==> src/rtl/dmem_lsu.sv <==
// Load/store unit between a CPU request port and a single-port-style data memory
// with combinational read. Optional misalignment trap: DMEM_LSU_MISALIGN_TRAP_EN.
module dmem_lsu #(
  parameter int ADDR_W = 12,
  parameter int DATA_W = 32
) (
  input  logic              clk,
  input  logic              rst,
  input  logic              req_valid,
  output logic              req_ready,
  input  logic              req_we,
  input  logic [1:0]        req_size,
  input  logic              req_unsigned,
  input  logic [ADDR_W+1:0] req_addr,
  input  logic [DATA_W-1:0] req_wdata,
  output logic              rsp_valid,
  input  logic              rsp_ready,
  output logic [DATA_W-1:0] rsp_rdata,
  output logic              rsp_err,
  output logic              dmem_wen,
  output logic [ADDR_W-1:0] dmem_waddr,
  output logic [DATA_W-1:0] dmem_wdata,
  output logic              dmem_ren,
  output logic [ADDR_W-1:0] dmem_raddr,
  input  logic [DATA_W-1:0] dmem_rdata
);

  localparam int NB = DATA_W / 8;

  typedef enum logic [1:0] {IDLE, RD, WR, RSP} state_t;

  state_t              state_q;
  logic                we_q;
  logic [1:0]          size_q;
  logic                uns_q;
  logic [ADDR_W+1:0]   addr_q;
  logic [DATA_W-1:0]   wdata_q;
  logic                req_ready_q;
  logic                rsp_valid_q;
  logic [DATA_W-1:0]   rsp_rdata_q;
  logic                dmem_wen_q;
  logic [ADDR_W-1:0]   dmem_waddr_q;
  logic [DATA_W-1:0]   dmem_wdata_q;
  logic                dmem_ren_q;
  logic [ADDR_W-1:0]   dmem_raddr_q;

  logic                trap_w;
  logic [NB-1:0]       be_d;
  logic [DATA_W-1:0]   repl_d;
  logic [DATA_W-1:0]   merge_d;
  logic [DATA_W-1:0]   load_d;
  logic [7:0]          lane_b;
  logic [15:0]         lane_h;

  // Store data replicated across all lanes; the byte enables pick the target lane.
  always_comb begin
    be_d   = '1;
    repl_d = wdata_q;
    if (size_q == 2'b00) begin
      be_d   = NB'(1) << addr_q[1:0];
      repl_d = {NB{wdata_q[7:0]}};
    end else if (size_q == 2'b01) begin
      be_d   = NB'(4'b0011) << {addr_q[1], 1'b0};
      repl_d = {(NB/2){wdata_q[15:0]}};
    end
  end

  genvar gi;
  generate
    for (gi = 0; gi < NB; gi++) begin : g_lane
      assign merge_d[8*gi +: 8] = be_d[gi] ? repl_d[8*gi +: 8] : dmem_rdata[8*gi +: 8];
    end
  endgenerate

  always_comb begin
    lane_b = dmem_rdata[8*addr_q[1:0] +: 8];
    lane_h = dmem_rdata[16*addr_q[1] +: 16];
    case (size_q)
      2'b00:   load_d = {{(DATA_W-8){~uns_q & lane_b[7]}}, lane_b};
      2'b01:   load_d = {{(DATA_W-16){~uns_q & lane_h[15]}}, lane_h};
      default: load_d = dmem_rdata;
    endcase
  end

`ifdef DMEM_LSU_MISALIGN_TRAP_EN
  logic rsp_err_q;

  assign trap_w = (req_size == 2'b11) ||
                  (req_size == 2'b10 && req_addr[1:0] != 2'b00) ||
                  (req_size == 2'b01 && req_addr[0]);

  always_ff @(posedge clk) begin
    if (rst || (state_q == RSP && rsp_ready)) begin
      rsp_err_q <= 1'b0;
    end else if (state_q == IDLE && req_valid) begin
      rsp_err_q <= trap_w;
    end
  end

  assign rsp_err = rsp_err_q;
`else
  assign trap_w  = 1'b0;
  assign rsp_err = 1'b0;
`endif

  always_ff @(posedge clk) begin
    if (rst) begin
      state_q      <= IDLE;
      we_q         <= 1'b0;
      size_q       <= 2'b00;
      uns_q        <= 1'b0;
      addr_q       <= '0;
      wdata_q      <= '0;
      req_ready_q  <= 1'b1;
      rsp_valid_q  <= 1'b0;
      rsp_rdata_q  <= '0;
      dmem_wen_q   <= 1'b0;
      dmem_waddr_q <= '0;
      dmem_wdata_q <= '0;
      dmem_ren_q   <= 1'b0;
      dmem_raddr_q <= '0;
    end else begin
      case (state_q)
        IDLE: begin
          if (req_valid) begin
            we_q        <= req_we;
            size_q      <= req_size;
            uns_q       <= req_unsigned;
            addr_q      <= req_addr;
            wdata_q     <= req_wdata;
            req_ready_q <= 1'b0;
            if (trap_w) begin
              state_q     <= RSP;
              rsp_valid_q <= 1'b1;
              rsp_rdata_q <= '0;
            end else if (req_we && req_size[1]) begin
              // Full-word store needs no read of the old contents.
              state_q      <= WR;
              dmem_wen_q   <= 1'b1;
              dmem_waddr_q <= req_addr[ADDR_W+1:2];
              dmem_wdata_q <= req_wdata;
            end else begin
              state_q      <= RD;
              dmem_ren_q   <= 1'b1;
              dmem_raddr_q <= req_addr[ADDR_W+1:2];
            end
          end
        end
        RD: begin
          dmem_ren_q   <= 1'b0;
          dmem_raddr_q <= '0;
          if (we_q) begin
            state_q      <= WR;
            dmem_wen_q   <= 1'b1;
            dmem_waddr_q <= addr_q[ADDR_W+1:2];
            dmem_wdata_q <= merge_d;
          end else begin
            state_q     <= RSP;
            rsp_valid_q <= 1'b1;
            rsp_rdata_q <= load_d;
          end
        end
        WR: begin
          dmem_wen_q   <= 1'b0;
          dmem_waddr_q <= '0;
          dmem_wdata_q <= '0;
          state_q      <= RSP;
          rsp_valid_q  <= 1'b1;
          rsp_rdata_q  <= '0;
        end
        RSP: begin
          if (rsp_ready) begin
            state_q     <= IDLE;
            rsp_valid_q <= 1'b0;
            rsp_rdata_q <= '0;
            req_ready_q <= 1'b1;
          end
        end
        default: begin
          state_q     <= IDLE;
          req_ready_q <= 1'b1;
        end
      endcase
    end
  end

  assign req_ready  = req_ready_q;
  assign rsp_valid  = rsp_valid_q;
  assign rsp_rdata  = rsp_rdata_q;
  assign dmem_wen   = dmem_wen_q;
  assign dmem_waddr = dmem_waddr_q;
  assign dmem_wdata = dmem_wdata_q;
  assign dmem_ren   = dmem_ren_q;
  assign dmem_raddr = dmem_raddr_q;

endmodule

==> config.mk <==
export PLATFORM = sky130hd
export DESIGN_NAME = dmem_lsu
export DESIGN_NICKNAME = d
export VERILOG_FILES = /design/src/rtl/dmem_lsu.sv
export SDC_FILE = /design/constraint.sdc
export NUM_CORES = 1
export LEC_CHECK = 0
export CAP_MARGIN = 5
export CORE_MARGIN = 2
export CORE_UTILIZATION = 25
export DETAILED_ROUTE_END_ITERATION = 12
export GPL_ROUTABILITY_DRIVEN = 0
export PLACE_DENSITY_LB_ADDON = 0.25
export SLEW_MARGIN = 15
export SYNTH_ARGS = -nofsm -noshare
export SYNTH_HDL_FRONTEND = slang
export SYNTH_SLANG_ARGS = --single-unit
==> constraint.sdc <==
create_clock -name clk -period 2.2 [get_ports clk]
set_input_delay 0.55 -clock clk [delete_from_list [all_inputs] [get_ports clk]]
set_output_delay 0.55 -clock clk [all_outputs]
set_load 0.05 [all_outputs]
# After elaboration in Yosys (flattened, before gate mapping)

Index checks and enable logic that the tools add are counted.

Memories kept: 0
Flip-flop bits (word level): 144
Word-level logic and storage cells: 85
Bits in writable memories: 0
Bits of input ports: 86
Bits in latches: 0
ROM bits: 0

Muxes and demuxes: 41
Add/subtract/negate cells: 0
Equal/unequal tests: 10
Div/mod/pow operators: 0
Reduce and logical (&&, ||, !) cells: 12
Multipliers: 0
Bitwise logic cells: 4
Shift operators: 4
$lt $le $gt $ge: 0

Operators by type and width:

| kind                                                 | number |
|---|---|
| 2-to-1 mux 32 bit                                    | 7 |
| case mux 32 bit (3 select lines)                     | 2 |
| case mux 32 bit (2 select lines)                     | 1 |
| 2-to-1 mux 12 bit                                    | 5 |
| case mux 12 bit (3 select lines)                     | 1 |
| 2-to-1 mux 8 bit                                     | 4 |
| variable part select 32 x 6 -> 16 bit                | 1 |
| variable part select 32 x 6 -> 8 bit                 | 1 |
| case mux 12 bit (2 select lines)                     | 1 |
| != test 2 bit (second input constant)                | 6 |
| 2-to-1 mux 1 bit                                     | 10 |
| AND reduction 3 bit                                  | 3 |
| 2-to-1 mux 4 bit                                     | 2 |
| case mux 2 bit (4 select lines)                      | 1 |
| 2-to-1 mux 2 bit                                     | 3 |
| case mux 1 bit (3 select lines)                      | 2 |
| equality test 2 x 1 -> 1 bit (second input constant) | 2 |
| equality test 2 bit (second input constant)          | 2 |
| logical NOT 2 bit                                    | 2 |
| case mux 1 bit (2 select lines)                      | 2 |
| AND reduction 2 bit                                  | 2 |
| AND reduction 4 bit                                  | 1 |
| nonzero test 2 bit                                   | 2 |
| left shift 1 x 2 -> 4 bit (first input constant)     | 1 |
| 5 further kinds                                      | 7 |

# Logic depth before layout (Yosys ltp)

Depth in word-level cells: 6
Depth in mapped cells: 9

# Worst setup path before layout

OpenSTA, ideal clock, no wires.

Path kind: reg-to-reg
Start: register state_q[0]
End: register rsp_rdata_q[22], in the netlist rsp_rdata[22]
Data required time: 2139 ps
Cell stages (with the launch flop): 9
Path slack: 197 ps
Buffers on the path: 2
Arrival time: 1942 ps
Cell sequence: dfxtp_1 -> inv_1 -> ha_1 -> buf_2 -> a2111oi_4 -> nand2b_2 -> nor4_4 -> buf_6 -> a221o_1

Word-level cells in the longest chain between the ends: 3
Elaborated cells on any way between the ends: 9
Those cells by class: eq/ne: 5; mux: 1; bitwise: 1; reduce/logical: 2

RTL lines:

| what                                                             | RTL line | source |
|---|---|---|
| start, declared                                                  | 32       | `state_t state_q;` |
| start signal, assigned                                           | 108      | `state_q <= IDLE;` |
| start signal, assigned                                           | 133      | `state_q <= RSP;` |
| start signal, assigned                                           | 138      | `state_q <= WR;` |
| equality test 2 x 1 -> 1 bit, or another cell as far along       | 123      | `case (state_q)` |
| != test 2 bit (no line) / inverter 1 bit (equally long branches) | --       |  |
| AND reduction 3 bit (no line)                                    | --       |  |
| end signal, assigned                                             | 160      | `rsp_rdata_q <= load_d;` |
| end, declared                                                    | 40       | `logic [DATA_W-1:0] rsp_rdata_q;` |

Several ways; a longest one is shown, not always the timed one.
A chain may end at the register's enable or synchronous reset.

# Final worst setup path

Start: register dmem_wdata_q[7], in the netlist dmem_wdata[7]
End: output port dmem_wdata[7]

RTL lines:

| what                   | RTL line | source |
|---|---|---|
| start, declared        | 43       | `logic [DATA_W-1:0] dmem_wdata_q;` |
| start signal, assigned | 141      | `dmem_wdata_q <= req_wdata;` |
| start signal, assigned | 156      | `dmem_wdata_q <= merge_d;` |
| end, declared          | 22       | `output logic [DATA_W-1:0] dmem_wdata,` |

No word-level cell between the ends.

==> results.yml <==
logic_synthesis:
  yosysWarnings: 0
  synth.largest_area_cell: "dfxtp_1"
  ys_seq_area_frac: 0.425
  synth_edf_count: 0
  synthCells: 823
  ys_types: 49
  synth.area.top_cells: "dfxtp_1 (43%), nand2_1 (11%), a21oi_1 (6.1%), a311oi_1 (5.8%), mux2_2 (5.6%)"
  netlist.area_leader.share: 0.425
  synth_area_per_cell_um2: 8.24
  ys_seq_elements: 144
  synth_fp_nets: 913
  netlist_area_um2: 6780
  synth_common_cells: "nand2_1 (205), dfxtp_1 (144), a21oi_1 (83)"
  synth_ff_type: "dfxtp_1"
  synth_async_sr_flop_share: 0
  yosysMostFrequentCell: "nand2_1"
global_route:
  met2_usage: 0.261
  grt_usage: 0.175
  grt_pass1_wl_um: 38400
  grtUsageMet3: 0.0458
  gr-total-overflow: 0
  busiest_layer: "met2"
  grt_pass1_vias: 6375
  antenna_found_initial: 0
  grt_max_degree: 76
  use_met1: 0.251
setup_path:
  rr_startpoint: "state_q[1]$_SDFFE_PP0P_"
  crit_slowest_cell: "clkdlybuf4s50_1"
  worstSetupStartpointType: "flip-flop"
  critPathMaxStageDelay_ns: 0.82
  cp_num_buf_inv: 1
  worst-path-max-fanout: 2
  cp.required_ns: 1.65
  endpoint_kind: "output port"
  arrival_ns: 1.61
  crit_start: "dmem_wdata[7]$_SDFFE_PP0P_"
  critPathKind: "flip-flop to output port"
  path_delay_family: "buffers and inverters"
  path_cells: "clkdlybuf4s50_1"
cells_and_area:
  multi_input_area_um2: 3530
  antennaDiodeCount: 0
  seq_area_um2: 2880
  final_util: 0.365
  drive_above_1_share: 0.152
  fillers: 2778
  nets: 1087
  areaGrowthSynthToFinish_pct: 44.3
routing:
  dr_total_vias: 6719
  firstDrtPassIters: 6
  avgViaCountPerCell: 4.97
  routedWlPerCell_um: 18.6
  detail-route-antenna-nets: 0
  drt_iter0_drc: 612
  drc: 0
  totalWireLength_um: 25100
timing:
  fin_skew_ns: 0.0123
  max_freq_mhz: 463
  maxSlewViolCount: 0
  period_needed_ns: 2.16
  finalSetupViolations: 0
  setup_ws_ns: 0.0407
  hold_violations: 0
  period_share: 0.982
  slew_headroom: 0.436
  worst_pin_slew_ns: 0.846
clock_network:
  numCtsBuffers: 17
  h-tree-depth: 4
  clkTransAtPathRegs_ns: 0.07
  cts_tree: "yes"
  clockRootBuffer: "clkbuf_16"
  max-clock-path-buffers: 2
  worst_skew_pair.late_latency_ns: 0.43
  cts_num_sinks: 144
placed_design:
  place_ws_ns: -0.0336
  portBuffers: 177
  hpwl_um: 18500
status:
  status: "completed"
worst_hold_path:
  hold_class: "flip-flop to flip-flop"
  holdCritStartpoint: "dmem_raddr[4]$_SDFFE_PP0P_"
power_and_ir_drop:
  total_power_uw: 15600
  power_density_nw_per_um2: 1600
  peakVddDrop_v: 0.000633
  power_leakage_uw: 0.00366
floorplan:
  fp-row-count: 60
  ioPinCount: 179
  start_util: 0.253
  core_um2: 26800
  die_width_um: 169
  dieHeight_um: 169
  die_area_um2: 28500
run:
  maxCapViolCount: 0
-- stage by stage --
step	std cells	setup TNS, ns	instance area, um^2	hold WS, ns
3_3_place_gp	1317	-0.211	9130	0.441
5_1_grt	1351	-0.00629	9790	0.471
2_1_floorplan	823	0	6780	0.433
6_report	1351	0	9790	0.453
3_5_place_dp	1317	-0.435	9130	0.445
4_1_cts	1350	0	9740	0.455
-- repair_timing --
action / 4_1_cts / 5_1_grt
gates resized for setup: 2 / 14
setup buffers: 1 / 1
hold buffers: 0 / 0
setup endpoints to repair: 18 / 48
pin swaps: 1 / 1
-- cell families (layout without fill, tap and decap cells) --
family                   Yosys count  in the layout  synth area share
multiplexers                      46             46            0.0760
AND/OR/NAND/NOR                  316            316             0.201
buffers and inverters             91            278            0.0568
AO/OA/AOI/OAI                    221            221             0.233
flip-flops                       144            144             0.425
adder cells (fa/ha/maj)            4              4           0.00738
other                              1              1          0.000553
-- placed cells by master, fill, tap and decap left out, types with 5 or more instances in the layout --
cell type	Yosys	final
clkbuf_16	0	17
buf_4	2	60
dfxtp_1	144	143
inv_1	15	15
o31a_1	9	9
inv_6	0	6
a211oi_1	8	8
a22oi_1	9	9
mux2_2	34	34
nor2_1	51	51
mux2i_1	11	11
a221o_1	16	16
nor3_1	7	7
buf_12	0	12
nand2_1	205	205
nand2b_1	11	11
a311oi_1	45	45
nand3_1	13	13
dlymetal6s2s_1	0	9
o21ai_0	19	19
a222oi_1	8	8
nand4b_1	12	12
clkdlybuf4s50_1	0	145
a221oi_1	8	8
nor2b_1	5	5
o2bb2ai_1	7	7
a21oi_1	83	82
-- worst register-to-register path: stages, from the launching register on --
cell and delay, ns:
dfxtp_1 0.39, inv_1 0.08, ha_1 0.23, buf_4 0.18, a21oi_1 0.24, o21ai_1 0.14, nor2b_1 0.18, buf_12 0.16
a221o_1 0.36
-- sequential cells by signal, summed over array words and instances (netlist names) --
register    cells
uns_q           1
state_q         2
dmem_ren        1
size_q          2
dmem_raddr     12
wdata_q        32
dmem_wdata     32
rsp_valid       1
dmem_waddr     12
dmem_wen        1
req_ready       1
rsp_rdata      32
we_q            1
addr_q         14
-- worst paths after layout --
kind	to	cells past startpoint	slack [ns]
setup reg to reg	rsp_rdata[28]$_SDFFE_PP0P_	8	0.13
hold / removal	dmem_raddr[4]$_SDFFE_PP0P_	2	0.45
hold reg to reg	dmem_raddr[4]$_SDFFE_PP0P_	2	0.45
setup / recovery	dmem_wdata[7]	1	0.04
-- power by group --
group          internal [uW]  switching, uW
Clock                   1620           1350
Combinational           3140           5420
Sequential              3490            597
-- routing by layer --
metal  routed length, um  part of all wire
met5                   0                 0
met1               12100              0.48
met2               11000              0.44
met3                1810             0.072
met4                 259             0.010
-- area by class of cell --
| cell class | count | area share |
|---|---|---|
| Tap cell | 341 | 0.0436 |
| Clock inverter | 15 | 0.0171 |
| Inverter | 16 | 0.00614 |
| Timing Repair Buffer | 230 | 0.234 |
| Clock buffer | 17 | 0.0435 |
| Sequential cell | 144 | 0.295 |
| Multi-Input combinational cell | 588 | 0.361 |
Note: power is estimated with default switching activity, not from simulation.
==> patch, RTL diff (config.mk and constraints unchanged) <==
Add a define of `DMEM_LSU_MISALIGN_TRAP_EN`.
--- a/src/rtl/dmem_lsu.sv
+++ b/src/rtl/dmem_lsu.sv
@@ -1,5 +1,7 @@
 // Load/store unit between a CPU request port and a single-port-style data memory
 // with combinational read. Optional misalignment trap: DMEM_LSU_MISALIGN_TRAP_EN.
+`define DMEM_LSU_MISALIGN_TRAP_EN
+
 module dmem_lsu #(
   parameter int ADDR_W = 12,
   parameter int DATA_W = 32
Check against the original RTL: not equivalent (a bounded check fails within 4 cycles, from zero or initial values and one cycle with rst high).
==> patch against the unedited design <==
Core utilization shrank 0.85 points; critical path depth did not move; final cell count increased by 3.0%; wire length up 7.1%; synthesized area is 7.6% higher; worst setup slack lost 2.4 ps; hold slack got worse by 4.3 ps; sequential cell count increased by 1; global-route usage is 0.20 points lower; combinational power down 17%; power fell by 12%; die area grew 7.5%; final area grew 4.6%.
==> patch: results <==
[status]
status = complete, no violations

[cells_and_area]
fillCellCount = 2960
nNetsFinal = 1086

[sta]
holdWs_ps = 449
maxSlewHeadroom_pct = 53.2
timing.fmax_mhz = 463

[global_route]
grt_max_degree = 59
antenna_found_initial = 1
use_met1_pct = 24.0
use_met2_pct = 27.2
grt.met3_usage_pct = 3.63

[placement]
place_area_um2 = 9620
post-dp-hpwl_um = 19700
port_buffers = 178
dp_cells = 1359

[logic_synthesis]
netlist_top_cells_count = 145 x dfxtp_1, 125 x nand2_1, 105 x a21oi_1
synth_seq_area_share_pct = 39.8
synth_compound_area_share_pct = 31.1

[hold_path]
hold_end = dmem_waddr[0]$_SDFFE_PP0P_
hold_path_startpoint = rst

[detailed_routing]
avgRoutedWirePerCell_um = 19.3
wl_met1_um = 12800
drtIter0Drc = 549
dr_wl_met2_um = 12200

[worst_setup_path]
rr_worst_depth = 6
endpoint = rsp_rdata[12]

[pwr]
ir_worst_vdd_mv = 0.575
## patch: cell count changes in the layout (fill, tap and decap cells not counted), moves of 18 or more
cell and delta:
o2bb2ai_1 +24, nor2_1 -38, a211oi_2 +21, a22o_1 +18, nor2b_1 +27, a311oi_1 -41
a311oi_2 +20, nand2b_1 +22, a21oi_1 +23, nand2_1 -81
## patch: power groups by stage
stage               Combinational (mW)  Clock, mW  Sequential [mW]
global placement                  7.05          0             3.73
finish                            7.11       2.95             3.68
floorplan                         3.64          0             4.95
global route                      7.64       3.11             3.75
CTS                               7.15       3.01             3.68
detailed placement                7.13          0             3.73
## patch: area by class of cell
cell class / instances / area share, %
Antenna cell: 1 / 0.0244
Clock buffer: 19 / 4.23
Clock inverter: 13 / 1.49
Inverter: 15 / 0.550
Multi-Input combinational cell: 588 / 39.0
Sequential cell: 145 / 28.4
Tap cell: 384 / 4.69
Timing Repair Buffer: 227 / 21.6
